### src/rtl/spi_xfer_scheduler.sv
// SPI transaction scheduler: round-robin arbitration between requesters,
// chip-select ownership with setup/hold/gap timing, and streaming of the
// granted requester's words to/from the core FIFOs.
module spi_xfer_scheduler #(
  parameter int NUM_REQ  = 2,
  parameter int NUM_CS   = 4,
  parameter int CS_SETUP = 2,
  parameter int CS_HOLD  = 2,
  parameter int CS_GAP   = 4
) (
  input  logic                                 clk,
  input  logic                                 rst_n,
  input  logic                                 en,
  input  logic [NUM_REQ-1:0]                   req,
  input  logic [NUM_REQ*$clog2(NUM_CS)-1:0]    req_cs,
  input  logic [NUM_REQ*8-1:0]                 req_len,
  output logic [NUM_REQ-1:0]                   gnt,
  output logic [NUM_REQ-1:0]                   done,
  output logic [NUM_REQ-1:0]                   abort,
  input  logic [NUM_REQ*32-1:0]                tx_data,
  input  logic [NUM_REQ-1:0]                   tx_valid,
  output logic [NUM_REQ-1:0]                   tx_ready,
  output logic [31:0]                          rx_data,
  output logic [NUM_REQ-1:0]                   rx_valid,
  input  logic [NUM_REQ-1:0]                   rx_ready,
  output logic [NUM_CS-1:0]                    cs_n,
  output logic                                 core_enable,
  output logic [31:0]                          core_tx_data,
  output logic                                 core_tx_push,
  input  logic                                 core_tx_full,
  input  logic [31:0]                          core_rx_data,
  output logic                                 core_rx_pop,
  input  logic                                 core_rx_empty,
  input  logic                                 core_busy
);

  // state  | meaning
  // IDLE   | waiting for en and a request; arbitrates on grant
  // SETUP  | cs_n low, waiting CS_SETUP cycles before first push
  // STREAM | moving words between requester and core FIFOs
  // HOLD   | all words back, cs_n held low for CS_HOLD cycles
  // GAP    | cs_n high for CS_GAP cycles before next arbitration
  // FLUSH  | aborted: core disabled for one cycle to drain its FIFOs
  typedef enum logic [2:0] {IDLE, SETUP, STREAM, HOLD, GAP, FLUSH} state_t;

  localparam int CSW = $clog2(NUM_CS);
  localparam int GW  = $clog2(NUM_REQ);

  state_t          state;
  logic [GW-1:0]   rr_ptr;
  logic [GW-1:0]   g_idx;
  logic [8:0]      len;
  logic [8:0]      tx_cnt;
  logic [8:0]      rx_cnt;
  logic [15:0]     tmr;

  logic               win_found;
  logic [GW-1:0]      win_idx;
  logic [NUM_REQ-1:0] win_oh;
  logic [CSW-1:0]     win_cs;
  logic [7:0]         win_len;
  logic [NUM_CS-1:0]  win_cs_n;
  logic [GW-1:0]      rr_next;
  logic               in_stream;
  logic               tx_ok;
  logic               rx_ok;

  // Round-robin search for the first active request starting at rr_ptr.
  always_comb begin
    int idx;
    idx       = 0;
    win_found = 1'b0;
    win_idx   = '0;
    for (int k = 0; k < NUM_REQ; k++) begin
      idx = int'(rr_ptr) + k;
      if (idx >= NUM_REQ) idx = idx - NUM_REQ;
      if (!win_found && req[idx]) begin
        win_found = 1'b1;
        win_idx   = GW'(idx);
      end
    end
  end

  assign win_cs  = req_cs[win_idx*CSW +: CSW];
  assign win_len = req_len[win_idx*8 +: 8];
  assign rr_next = (g_idx == GW'(NUM_REQ - 1)) ? '0 : g_idx + 1'b1;

  // Decode winner's chip select; an out-of-range index selects nothing.
  always_comb begin
    win_cs_n = '1;
    win_oh   = '0;
    win_oh[win_idx] = 1'b1;
    for (int c = 0; c < NUM_CS; c++) begin
      if (CSW'(c) == win_cs) win_cs_n[c] = 1'b0;
    end
  end

  assign in_stream    = (state == STREAM);
  assign tx_ok        = in_stream && (tx_cnt < len) && !core_tx_full;
  assign rx_ok        = in_stream && !core_rx_empty;
  assign core_tx_push = tx_ok && tx_valid[g_idx];
  assign core_rx_pop  = rx_ok && rx_ready[g_idx];
  assign core_tx_data = tx_data[g_idx*32 +: 32];
  assign rx_data      = in_stream ? core_rx_data : '0;

  // Steer the handshakes to the granted requester only.
  always_comb begin
    tx_ready = '0;
    rx_valid = '0;
    tx_ready[g_idx] = tx_ok;
    rx_valid[g_idx] = rx_ok;
  end

  // Transaction FSM with registered grant, chip selects and status pulses.
  always_ff @(posedge clk or negedge rst_n) begin
    if (!rst_n) begin
      state       <= IDLE;
      rr_ptr      <= '0;
      g_idx       <= '0;
      gnt         <= '0;
      done        <= '0;
      abort       <= '0;
      cs_n        <= '1;
      core_enable <= 1'b0;
      len         <= '0;
      tx_cnt      <= '0;
      rx_cnt      <= '0;
      tmr         <= '0;
    end else begin
      done        <= '0;
      abort       <= '0;
      core_enable <= en;
      if (core_tx_push) tx_cnt <= tx_cnt + 9'd1;
      if (core_rx_pop)  rx_cnt <= rx_cnt + 9'd1;
      case (state)
        IDLE: begin
          if (en && win_found) begin
            g_idx  <= win_idx;
            gnt    <= win_oh;
            cs_n   <= win_cs_n;
            len    <= (win_len == 8'd0) ? 9'd256 : {1'b0, win_len};
            tx_cnt <= '0;
            rx_cnt <= '0;
            tmr    <= 16'(CS_SETUP - 1);
            state  <= SETUP;
          end
        end
        SETUP, STREAM, HOLD: begin
          if (!en) begin
            // Deselect immediately and keep the core disabled for one cycle.
            state        <= FLUSH;
            cs_n         <= '1;
            gnt          <= '0;
            abort[g_idx] <= 1'b1;
            rr_ptr       <= rr_next;
            core_enable  <= 1'b0;
          end else if (state == SETUP) begin
            if (tmr == 16'd0) state <= STREAM;
            else              tmr   <= tmr - 16'd1;
          end else if (state == STREAM) begin
            if (rx_cnt == len && !core_busy) begin
              tmr   <= 16'(CS_HOLD - 1);
              state <= HOLD;
            end
          end else begin
            if (tmr == 16'd0) begin
              cs_n        <= '1;
              gnt         <= '0;
              done[g_idx] <= 1'b1;
              rr_ptr      <= rr_next;
              tmr         <= 16'(CS_GAP - 1);
              state       <= GAP;
            end else begin
              tmr <= tmr - 16'd1;
            end
          end
        end
        GAP: begin
          if (tmr == 16'd0) state <= IDLE;
          else              tmr   <= tmr - 16'd1;
        end
        FLUSH:   state <= IDLE;
        default: state <= IDLE;
      endcase
    end
  end

endmodule

### config.mk
export PLATFORM = sky130hd
export DESIGN_NAME = spi_xfer_scheduler
export DESIGN_NICKNAME = d
export VERILOG_FILES = /design/src/rtl/spi_xfer_scheduler.sv
export SDC_FILE = /design/constraint.sdc
export NUM_CORES = 1
export LEC_CHECK = 0
export ABC_AREA = 1
export BUFFER_PORTS_ARGS = -buffer_cell sky130_fd_sc_hd__buf_2
export CAP_MARGIN = 0
export CORE_ASPECT_RATIO = 1.1
export CORE_MARGIN = 2
export CORE_UTILIZATION = 48
export CTS_BUF_LIST = sky130_fd_sc_hd__clkbuf_4 sky130_fd_sc_hd__clkbuf_8 sky130_fd_sc_hd__clkbuf_16
export DETAILED_ROUTE_END_ITERATION = 10
export MAX_ROUTING_LAYER = met4
export PLACE_DENSITY_LB_ADDON = 0.08
export SYNTH_ARGS = -nofsm -noshare
export SYNTH_HDL_FRONTEND = slang
export SYNTH_SLANG_ARGS = --single-unit
### constraint.sdc
create_clock -name clk -period 2.6 [get_ports clk]
set_input_delay 0.13 -clock clk [delete_from_list [all_inputs] [get_ports clk]]
set_output_delay 0.13 -clock clk [all_outputs]
set_load 0.005 [all_outputs]
Word-level counts from Yosys, hierarchy flattened:

Index checks and enable logic that the tools add are counted.

* flip-flop bits (word level): 59
* word-level logic and storage cells: 155

* add/sub/neg operators: 7
* $lt $le $gt $ge: 9
* equality and inequality tests: 21
* shift operators: 3
* multiplexer cells: 75
* bitwise gates (word level): 2
* reduce and logical (&&, ||, !) cells: 26

Operators by type and width (count)
* two-way mux 16 bit: 7
* two-way mux 32 bit: 3
* < comparator 32 x 3 -> 1 bit, second input constant: 2
* indexed part select 64 x 7 -> 32 bit: 1
* two-way mux 9 bit: 7
* case mux 16 bit (3 select lines): 1
* two-way mux 1 bit: 27
* two-way mux 2 bit: 12
* two-way mux 3 bit: 8
* two-way mux 4 bit: 5
* adder 9 x 1 -> 9 bit, second input constant: 2
* logical NOT 16 bit: 1
* indexed part select 16 x 5 -> 8 bit: 1
* subtractor 16 x 1 -> 16 bit, second input constant: 1
* != test 4 bit, second input constant: 3
* logical AND 1 bit: 10
* != test 2 bit, second input constant: 5
* AND reduction 5 bit: 2
* == test 9 bit: 1
* < comparator 9 bit: 1
* != test 3 bit, second input constant: 3
* case mux 3 bit (3 select lines): 1
* logical NOT 8 bit: 1
* case mux 4 bit (2 select lines): 1
* other kinds (27): 37

Logic depth before layout (Yosys ltp):

Gate-level depths: netlist of run 1.

* depth after elaboration: 15
* gate-level depth with buffers: 14
* gate-level depth less buffers: 14

Least setup slack after synthesis of run 1:

Ideal clock, no wire load.

* path kind: register -> register
* from: register tmr[0]
* to: register tmr[0]
* data arrival time: 2.017 ns
* setup slack: 0.462 ns
* cell stages (with the launch flop): 12
* cell sequence: dfrtp_1 -> inv_1 -> ha_1 -> nand3_1 -> nor2_1 -> inv_1 -> nor3_1 -> nand3_1 -> ha_1 -> or2_0 -> a21oi_1 -> o21ai_2

* word-level cells in the longest chain between the ends: 6

Ends and longest elaborated chain
* start, declared: RTL line 55 `logic [15:0] tmr;`
* start signal, assigned: RTL line 144 `tmr <= 16'(CS_SETUP - 1);`
* start signal, assigned: RTL line 159 `else tmr <= tmr - 16'd1;`
* start signal, assigned: RTL line 162 `tmr <= 16'(CS_HOLD - 1);`
* subtractor 16 x 1 -> 16 bit / logical NOT 16 bit (equally long branches)
* two-way mux 16 bit: RTL line 166 `if (tmr == 16'd0) begin`
* two-way mux 16 bit: RTL line 160 `end else if (state == STREAM) begin`
* two-way mux 16 bit: RTL line 157 `end else if (state == SETUP) begin`
* two-way mux 16 bit: RTL line 149 `if (!en) begin`
* case mux 16 bit (3 select lines) (*): RTL line 135 `case (state)`

Every way passes the cells marked *; elsewhere a longest branch is shown, timed or not. The select of a mux whose other input is x is not followed.
A chain may end at the register's enable or synchronous reset.

Worst setup path after layout of run 1:

* from: register tx_cnt[4]
* to: output core_tx_push

* word-level cells in the longest chain between the ends: 4

Ends and longest elaborated chain
* start, declared: RTL line 53 `logic [8:0] tx_cnt;`
* start signal, assigned: RTL line 133 `if (core_tx_push) tx_cnt <= tx_cnt + 9'd1;`
* < comparator 9 bit: RTL line 99 `assign tx_ok = in_stream && (tx_cnt < len) && !core_tx_full;`
* logical AND 1 bit (2 in series): RTL line 99
* logical AND 1 bit: RTL line 101 `assign core_tx_push = tx_ok && tx_valid[g_idx];`
* end, declared: RTL line 29 `output logic core_tx_push,`

No other way between the ends.

==> out/summary.txt, run 1 <==
SETUP PATH
--------------------------------------------------------------------------------------------------
Setup slack on the worst flop-to-flop path ..........................................      0.27 ns
Delay of the slowest cell on the worst path .........................................      0.44 ns
Data required time of the critical path .............................................      2.47 ns
R2R Path End ........................................................................       tmr[0]
CP max stage cell ...................................................................      dfrtp_1
Cell family contributing the most delay on the critical path ........................ simple AND/OR/NAND/NOR gates
Critical path cell sequence ......................................................... ha_1 > nand2_1 > inv_1 > nand2_1 > nand2_1 > nand2_1 > nand3_1 > nor2_1 > buf_4 > nand2_1 > nor2_1 > nand2_1 > nand2_1 > buf_2
Sum of buffers and inverters on the critical path ...................................            3
Cell repeated most along the worst path .............................................      nand2_1
Category of the worst setup path launch point .......................................     register
Critical path endpoint category ..................................................... primary output
Worst reg2reg path startpoint .......................................................       tmr[0]
Arrival time reported for the critical path endpoint ................................      2.22 ns
Number of cells traversed by the worst register-to-register path ....................           11
Worst Setup Path Type ............................................................... register to primary output
Worst-path maximum fanout ...........................................................           11

ROUTING
--------------------------------------------------------------------------------------------------
Post-detailed-route via-to-cell ratio ...............................................         4.97
Met1 Routed Length ..................................................................      5330 um
Wire length on met3 .................................................................      1020 um
Final wirelength ....................................................................     13200 um
Post-detailed-route count of antenna-violating nets .................................            0
Detailed Routing Iterations Pass 1 ..................................................            4
Via count ...........................................................................         5237
Iteration-0 DRC count of the detailed router ........................................          228
Routed wire length per instance .....................................................      12.5 um
Highest layer used for signal routing ...............................................         met4
Met2 Wirelength .....................................................................      6680 um
DRC violations left .................................................................            0

WORST HOLD PATH
--------------------------------------------------------------------------------------------------
Hold wc startpoint ..................................................................   req_len[0]
Depth of the worst hold-timing path .................................................            3
Sink of the worst hold path .........................................................       len[0]
Classification of the worst-slack hold path ......................................... input port to register

PLACED DESIGN
--------------------------------------------------------------------------------------------------
DP HPWL .............................................................................     10500 um
# port buffers ......................................................................          208
Post-placement cell area ............................................................    5790 um^2
Routability cong. ...................................................................        0.901
Placed cell count ...................................................................         1036

CELLS AND AREA
--------------------------------------------------------------------------------------------------
Post-route cell area ................................................................    6040 um^2
Fraction of final layout cells with drive strength greater than 1 ...................        30.2%
Number of antenna cells inserted ....................................................            0
Most used cells in the layout excluding fill and tap cells .......................... nand2_1 (256), buf_2 (208), inv_1 (100)
Final cell count without fillers ....................................................         1054
Number of nets at the end of the flow ...............................................         1072
Count of filler cells inserted in the layout ........................................          859
Layout Area Growth over Synthesis ...................................................        30.5%
Most frequent standard cell in the layout excluding fill and tap cells ..............      nand2_1

STA
--------------------------------------------------------------------------------------------------
Transition time at the pin with the least slew margin ...............................     0.708 ns
Setup total negative slack ..........................................................         0 ns
Final hold slack ....................................................................    0.0612 ns
Final period demand of the worst path ...............................................      2.35 ns
Final Cycle Share ...................................................................        90.4%
Number of setup violations in the final report ......................................            0
Fmax ................................................................................      425 MHz
RSZ-0062 raised after global routing ................................................           no
Final Skew ..........................................................................    0.0127 ns
Number of max-slew violations in the final report ...................................            0
Max_slew headroom ...................................................................        52.8%
Hold Fails Final Rpt ................................................................            0

FLOORPLAN
--------------------------------------------------------------------------------------------------
Count of pins on the block boundary .................................................          209
DIE HEIGHT ..........................................................................       107 um
Core footprint ......................................................................    9350 um^2
Total number of placement rows ......................................................           37
Die outline area ....................................................................   10400 um^2
Initial core utilization ............................................................        49.5%
Width of the chip ...................................................................      97.6 um

LOGIC SYNTHESIS
--------------------------------------------------------------------------------------------------
Cell Area, Synth ....................................................................    4630 um^2
Area share of fa/ha/maj cells after synthesis .......................................        3.24%
Basic-gate share of the synthesized area counting and, or, nand and nor cells .......        40.0%
Multiplexer area fraction after synthesis ...........................................           0%
Number of nets in the synthesized netlist ...........................................          863
Synthesized instance count ..........................................................          723
Dominant combinational cell family by area after synthesis .......................... simple AND/OR/NAND/NOR gates
Warnings, synthesis .................................................................            0
Average cell area after synthesis ...................................................    6.40 um^2
Share of the synthesized netlist area taken by xor and xnor gates ...................        3.60%
Count of cell types in the netlist ..................................................           44
Post-synthesis compound-gate area fraction ..........................................        9.89%
Number of flip-flops and latches in the synthesized netlist .........................           59
Sequential fraction of the synthesis area ...........................................        32.0%

POWER
--------------------------------------------------------------------------------------------------
Peak supply drop ....................................................................   0.000551 V
Overall power consumption ...........................................................      5850 uW
Leakage power of the design .........................................................   0.00371 uW
Power per unit of standard cell area ................................................  969 nW/um^2

GLOBAL ROUTE
--------------------------------------------------------------------------------------------------
Wire length of the first global-routing pass ........................................     22100 um
Antenna violations before repair ....................................................            0
Pin count of the biggest net entering global routing ................................           40
Residual overflow from global routing ...............................................            0
Number of global-route vias before repair ...........................................         5062
Aggregate global-route resource usage ...............................................        26.3%

CLOCKING
--------------------------------------------------------------------------------------------------
H-Tree Depth ........................................................................            3
Bufs on Longest Clock Path ..........................................................            2
Number of buffers created by CTS ....................................................            9
CTS tree ............................................................................        built
Clock sinks .........................................................................           59
Cell at the root of the clock tree ..................................................     clkbuf_8
Clock transition time at the flip-flop clock pins of the worst setup and hold paths .      0.08 ns
Skew-Pair Late Insertion Delay ......................................................      0.36 ns

RUN
--------------------------------------------------------------------------------------------------
Max-capacitance violation count .....................................................            0

OUTCOME
--------------------------------------------------------------------------------------------------
Result of the run ................................................................... finished, final reports clean

registers in the layout (all words and copies together) (netlist names):
signal	flops
abort	2
core_enable	1
cs_n	4
done	2
g_idx	1
gnt	2
len	9
rr_ptr	1
rx_cnt	9
state	3
tmr	16
tx_cnt	9
how the worst max path moves through the flow:
stage	start	to	slack [ns]	depth (start not counted)
after floorplan	tmr[0]	tmr[0]	0.46	11
after global placement	tmr[0]	tmr[0]	0.32	11
after detailed placement	tmr[0]	tmr[0]	0.24	11
after CTS	tmr[0]	tmr[0]	0.22	11
after global routing	len[4]	core_tx_push	0.04	15
final	tx_cnt[4]	core_tx_push	0.25	14
stage by stage:
step / setup slack [ns] / utilization, %
3_5_place_dp: 0.236 / 61.9
4_1_cts: 0.220 / 64.6
5_1_grt: 0.0402 / 64.6
3_3_place_gp: 0.315 / 61.9
6_report: 0.249 / 64.6
2_1_floorplan: 0.462 / -
routing by layer:
metal  track usage, %  vias up
met5                -        -
met3             6.00       16
met4             7.74        0
met1             29.7     2345
li1                 -     2669
met2             47.0      207
area by class of cell:
type | count | area [um^2] | share of cell area, %
multi-input cells | 534 | 2630 | 43.5
clock buffers | 9 | 124 | 2.05
inverters | 108 | 410 | 6.79
well taps | 117 | 146 | 2.42
repair buffers | 220 | 1150 | 19.0
clock inverters | 7 | 101 | 1.68
flip-flops and latches | 59 | 1480 | 24.5
worst register-to-register path, stage by stage (launching register included):
cell and delay [ns]:
dfrtp_1 0.41, inv_1 0.10, ha_1 0.22, nand3_1 0.14, nor2_2 0.20, inv_1 0.08, nor3_1 0.13, nand3_1 0.16
ha_1 0.32, or2_0 0.22, a21oi_1 0.18, o21ai_2 0.08
cells in the mapped netlist (all sizes together):
library cell	n	area (um^2)
a211oi	1	7.51
a21oi	15	78.8
a31oi	1	6.26
and3	1	6.26
buf	13	76.3
clkbuf	9	33.8
dfrtp	55	1380
dfstp	4	105
ha	12	150
inv	108	410
nand2	263	1010
nand3	32	183
nand4	16	106
nor2	91	408
nor3	16	96.4
nor4	1	6.26
o2111ai	4	35.0
o211ai	1	7.51
o21ai	53	288
o21bai	1	7.51
o22ai	1	6.26
o31ai	1	21.3
or2	5	31.3
xnor2	2	17.5
xor2	17	149
cell families after synthesis:
kind of cell | after synthesis
adder cells (fa/ha/maj) | 12
XOR/XNOR | 19
AO/OA/AOI/OAI | 78
buffers and inverters | 130
flip-flops | 59
AND/OR/NAND/NOR | 425
power by group:
part	internal (uW)	switching (uW)
Combinational	1220	2190
Sequential	1210	267
Clock	545	421
timing repair:
item,4_1_cts,5_1_grt
hold buffers,2,0
setup endpoints to repair,0,1
buffers inserted,0,0
hold endpoints to repair,26,0
gates resized for setup,0,1
No activity file was read; power rests on OpenSTA's default activity.
==> run 2, diff against run 1 <==
Settings changed: CORE_MARGIN 2 to not set.
==> out/summary.txt, run 2 (synthesis gave the netlist of run 1 again) <==
CLOCKING
--------------------------------------------------------------------------------------------------
Cell at the root of the clock tree ..................................................     clkbuf_8
Quantity of hold-fixing buffers added after cts .....................................            2   unchanged
Clock sinks .........................................................................           59   unchanged
H-Tree Depth ........................................................................            3   unchanged
Number of buffers created by CTS ....................................................            9   unchanged
Clock transition time at the flip-flop clock pins of the worst setup and hold paths .      0.06 ns   -0.02 ns
CTS tree ............................................................................        built
Post-cts gate resize count ..........................................................            0   unchanged
Number of setup buffers added after CTS .............................................            0   unchanged
Bufs on Longest Clock Path ..........................................................            2   unchanged
Skew-Pair Late Insertion Delay ......................................................      0.35 ns   about the same

ROUTING
--------------------------------------------------------------------------------------------------
Detailed Routing Iterations Pass 1 ..................................................            6   +2
Post-detailed-route via-to-cell ratio ...............................................         5.04   +1.4%
Via count ...........................................................................         5316   +1.5%
DRC violations left .................................................................            0   unchanged
Final wirelength ....................................................................     13600 um   +3.1%
Post-detailed-route count of antenna-violating nets .................................            0   unchanged
Routed wire length per instance .....................................................      12.9 um   +3.0%
Iteration-0 DRC count of the detailed router ........................................          221   -3.1%

FLOORPLAN
--------------------------------------------------------------------------------------------------
Count of pins on the block boundary .................................................          209   unchanged
Width of the chip ...................................................................      95.6 um   -2.0%
Core footprint ......................................................................    9350 um^2   unchanged
Total number of placement rows ......................................................           37   unchanged
Initial core utilization ............................................................        49.5%   unchanged
Die outline area ....................................................................   10000 um^2   -3.9%
DIE HEIGHT ..........................................................................       105 um   -1.9%

CELLS AND AREA
--------------------------------------------------------------------------------------------------
Most used cells in the layout excluding fill and tap cells .......................... nand2_1 (256), buf_2 (208), inv_1 (100)
Number of antenna cells inserted ....................................................            0   unchanged
Number of nets at the end of the flow ...............................................         1074   +0.19%
Count of filler cells inserted in the layout ........................................          886   +3.1%
Register with the most flip-flops ...................................................          tmr
Layout Area Growth over Synthesis ...................................................        29.6%
Max reg flops .......................................................................           16   unchanged
Most frequent standard cell in the layout excluding fill and tap cells ..............      nand2_1
Fraction of final layout cells with drive strength greater than 1 ...................        30.2%   -0.032 points

POWER
--------------------------------------------------------------------------------------------------
Clock share of power ................................................................        13.8%   -2.7 points
Switching part of the total .........................................................        49.8%   +0.66 points
Leakage power of the design .........................................................   0.00371 uW   about the same
Proportion of power drawn by flip-flops and latches .................................        25.5%   +0.2 points
Portion of total power attributed to combinational logic ............................        60.7%   +2.5 points
Peak supply drop ....................................................................   0.000427 V   -23%
Internal portion of total power .....................................................      2870 uW   -3.5%
Power spent charging and discharging nets ...........................................      2850 uW   -0.96%
Power per unit of standard cell area ................................................  954 nW/um^2   -1.6%

SETUP PATH
--------------------------------------------------------------------------------------------------
Worst reg2reg path startpoint .......................................................       tmr[0]
R2R Path End ........................................................................       tmr[0]
Delay of the slowest cell on the worst path .........................................      0.40 ns   -0.04 ns
Cell family contributing the most delay on the critical path ........................ simple AND/OR/NAND/NOR gates
Critical path cell sequence ......................................................... inv_1 > ha_1 > nand3_1 > nor2_1 > inv_1 > nor3_1 > nand3_1 > ha_1 > or2_0 > a21oi_1 > o21ai_2
Critical path endpoint category .....................................................     register
Worst Setup Path Type ............................................................... register to register
Setup slack on the worst flop-to-flop path ..........................................      0.18 ns   -0.09 ns
Arrival time reported for the critical path endpoint ................................      2.65 ns   +0.43 ns
Sum of buffers and inverters on the critical path ...................................            2   -1
Data required time of the critical path .............................................      2.83 ns   +0.36 ns
Number of cells traversed by the worst register-to-register path ....................           11   unchanged
Category of the worst setup path launch point .......................................     register
CP max stage cell ...................................................................      dfrtp_1
Worst-path maximum fanout ...........................................................            4   -7

WORST HOLD PATH
--------------------------------------------------------------------------------------------------
Depth of the worst hold-timing path .................................................            3   unchanged
Hold wc startpoint ..................................................................   req_len[8]
Classification of the worst-slack hold path ......................................... input port to register
Sink of the worst hold path .........................................................       len[0]

GLOBAL ROUTE
--------------------------------------------------------------------------------------------------
Pin count of the biggest net entering global routing ................................           40   unchanged
Number of global-route vias before repair ...........................................         4979   -1.6%
Antenna violations before repair ....................................................            0   unchanged
Aggregate global-route resource usage ...............................................        29.2%   +2.8 points
Residual overflow from global routing ...............................................            0   unchanged
Wire length of the first global-routing pass ........................................     21900 um   -0.84%

STA
--------------------------------------------------------------------------------------------------
Number of setup violations in the final report ......................................            0   unchanged
Final hold slack ....................................................................    0.0835 ns   +0.0223 ns
Max_slew headroom ...................................................................        54.5%   +1.7 points
Number of max-slew violations in the final report ...................................            0   unchanged
Final Cycle Share ...................................................................        93.0%   +2.6 points
Transition time at the pin with the least slew margin ...............................     0.676 ns   -0.0323 ns
Fmax ................................................................................      414 MHz   -2.8%
Hold Fails Final Rpt ................................................................            0   unchanged
Final period demand of the worst path ...............................................      2.42 ns   +0.0668 ns
Setup total negative slack ..........................................................         0 ns   unchanged
Final Skew ..........................................................................   0.00569 ns   -0.00697 ns
RSZ-0062 raised after global routing ................................................           no

PLACED DESIGN
--------------------------------------------------------------------------------------------------
# port buffers ......................................................................          208   unchanged
Routability cong. ...................................................................        0.929   +3.2%
DP HPWL .............................................................................     10800 um   +3.0%

RUN
--------------------------------------------------------------------------------------------------
Max-capacitance violation count .....................................................            0   unchanged

OUTCOME
--------------------------------------------------------------------------------------------------
Result of the run ................................................................... finished, final reports clean

[run 2: cell count changes in the layout (fill, tap and decap cells not counted), sizes merged]
| cell | before | now |
|---|---|---|
| clkbuf | 9 | 13 |
| buf | 218 | 220 |
| clkinvlp | 2 | 0 |
| inv | 109 | 108 |
| bufinv | 2 | 0 |
[run 2: metrics by stage]
stage          utilization (%)  setup slack, ns  area, um^2  total power, uW  instances
2_1_floorplan                -            0.462        4630             3850        723
3_3_place_gp              62.0            0.324        5800             4840       1038
3_5_place_dp              62.0            0.213        5800             4930       1038
4_1_cts                   64.1            0.200        6000             5750       1055
5_1_grt                   64.1           0.0339        6000             6290       1055
6_report                  64.1            0.183        6000             5720       1055
[run 2: how the worst max path moves through the flow]
| stage | endpoint | from | slack (ns) | cells after the start |
|---|---|---|---|---|
| floorplan | tmr[0] | tmr[0] | 0.46 | 11 |
| global placement | tmr[0] | tmr[0] | 0.32 | 11 |
| detailed placement | tmr[0] | tmr[0] | 0.21 | 11 |
| CTS | tmr[0] | tmr[0] | 0.20 | 11 |
| global route | tmr[0] | tmr[0] | 0.03 | 11 |
| finish | tmr[0] | tmr[0] | 0.18 | 11 |
[run 2: final cells by class]
type	count	area, um^2	area share [%]
clock buffers	13	173	2.88
clock inverters	2	10.0	0.167
inverters	108	410	6.84
multi-input cells	534	2630	43.8
flip-flops and latches	59	1480	24.7
well taps	117	146	2.44
repair buffers	222	1150	19.2
[run 2: tightest hold or removal path: stages]
cell,delay (ns)
buf_2,0.09
nand2_1,0.07
a31oi_1,0.09
[run 2: power by group through the flow]
| stage | clock network (uW) | logic (uW) | registers, uW |
|---|---|---|---|
| 5_1_grt | 848 | 3950 | 1500 |
| 6_report | 790 | 3470 | 1460 |
| 4_1_cts | 810 | 3480 | 1460 |
| 2_1_floorplan | 0 | 2430 | 1420 |
| 3_5_place_dp | 0 | 3470 | 1470 |
| 3_3_place_gp | 0 | 3370 | 1460 |
[run 2: metal layers]
metal	global-route usage [%]	wire, um	vias up
li1	-	-	2673
met1	31.5	5280	2387
met2	52.4	7010	229
met3	3.78	914	27
met4	12.6	384	0
met5	-	0	-
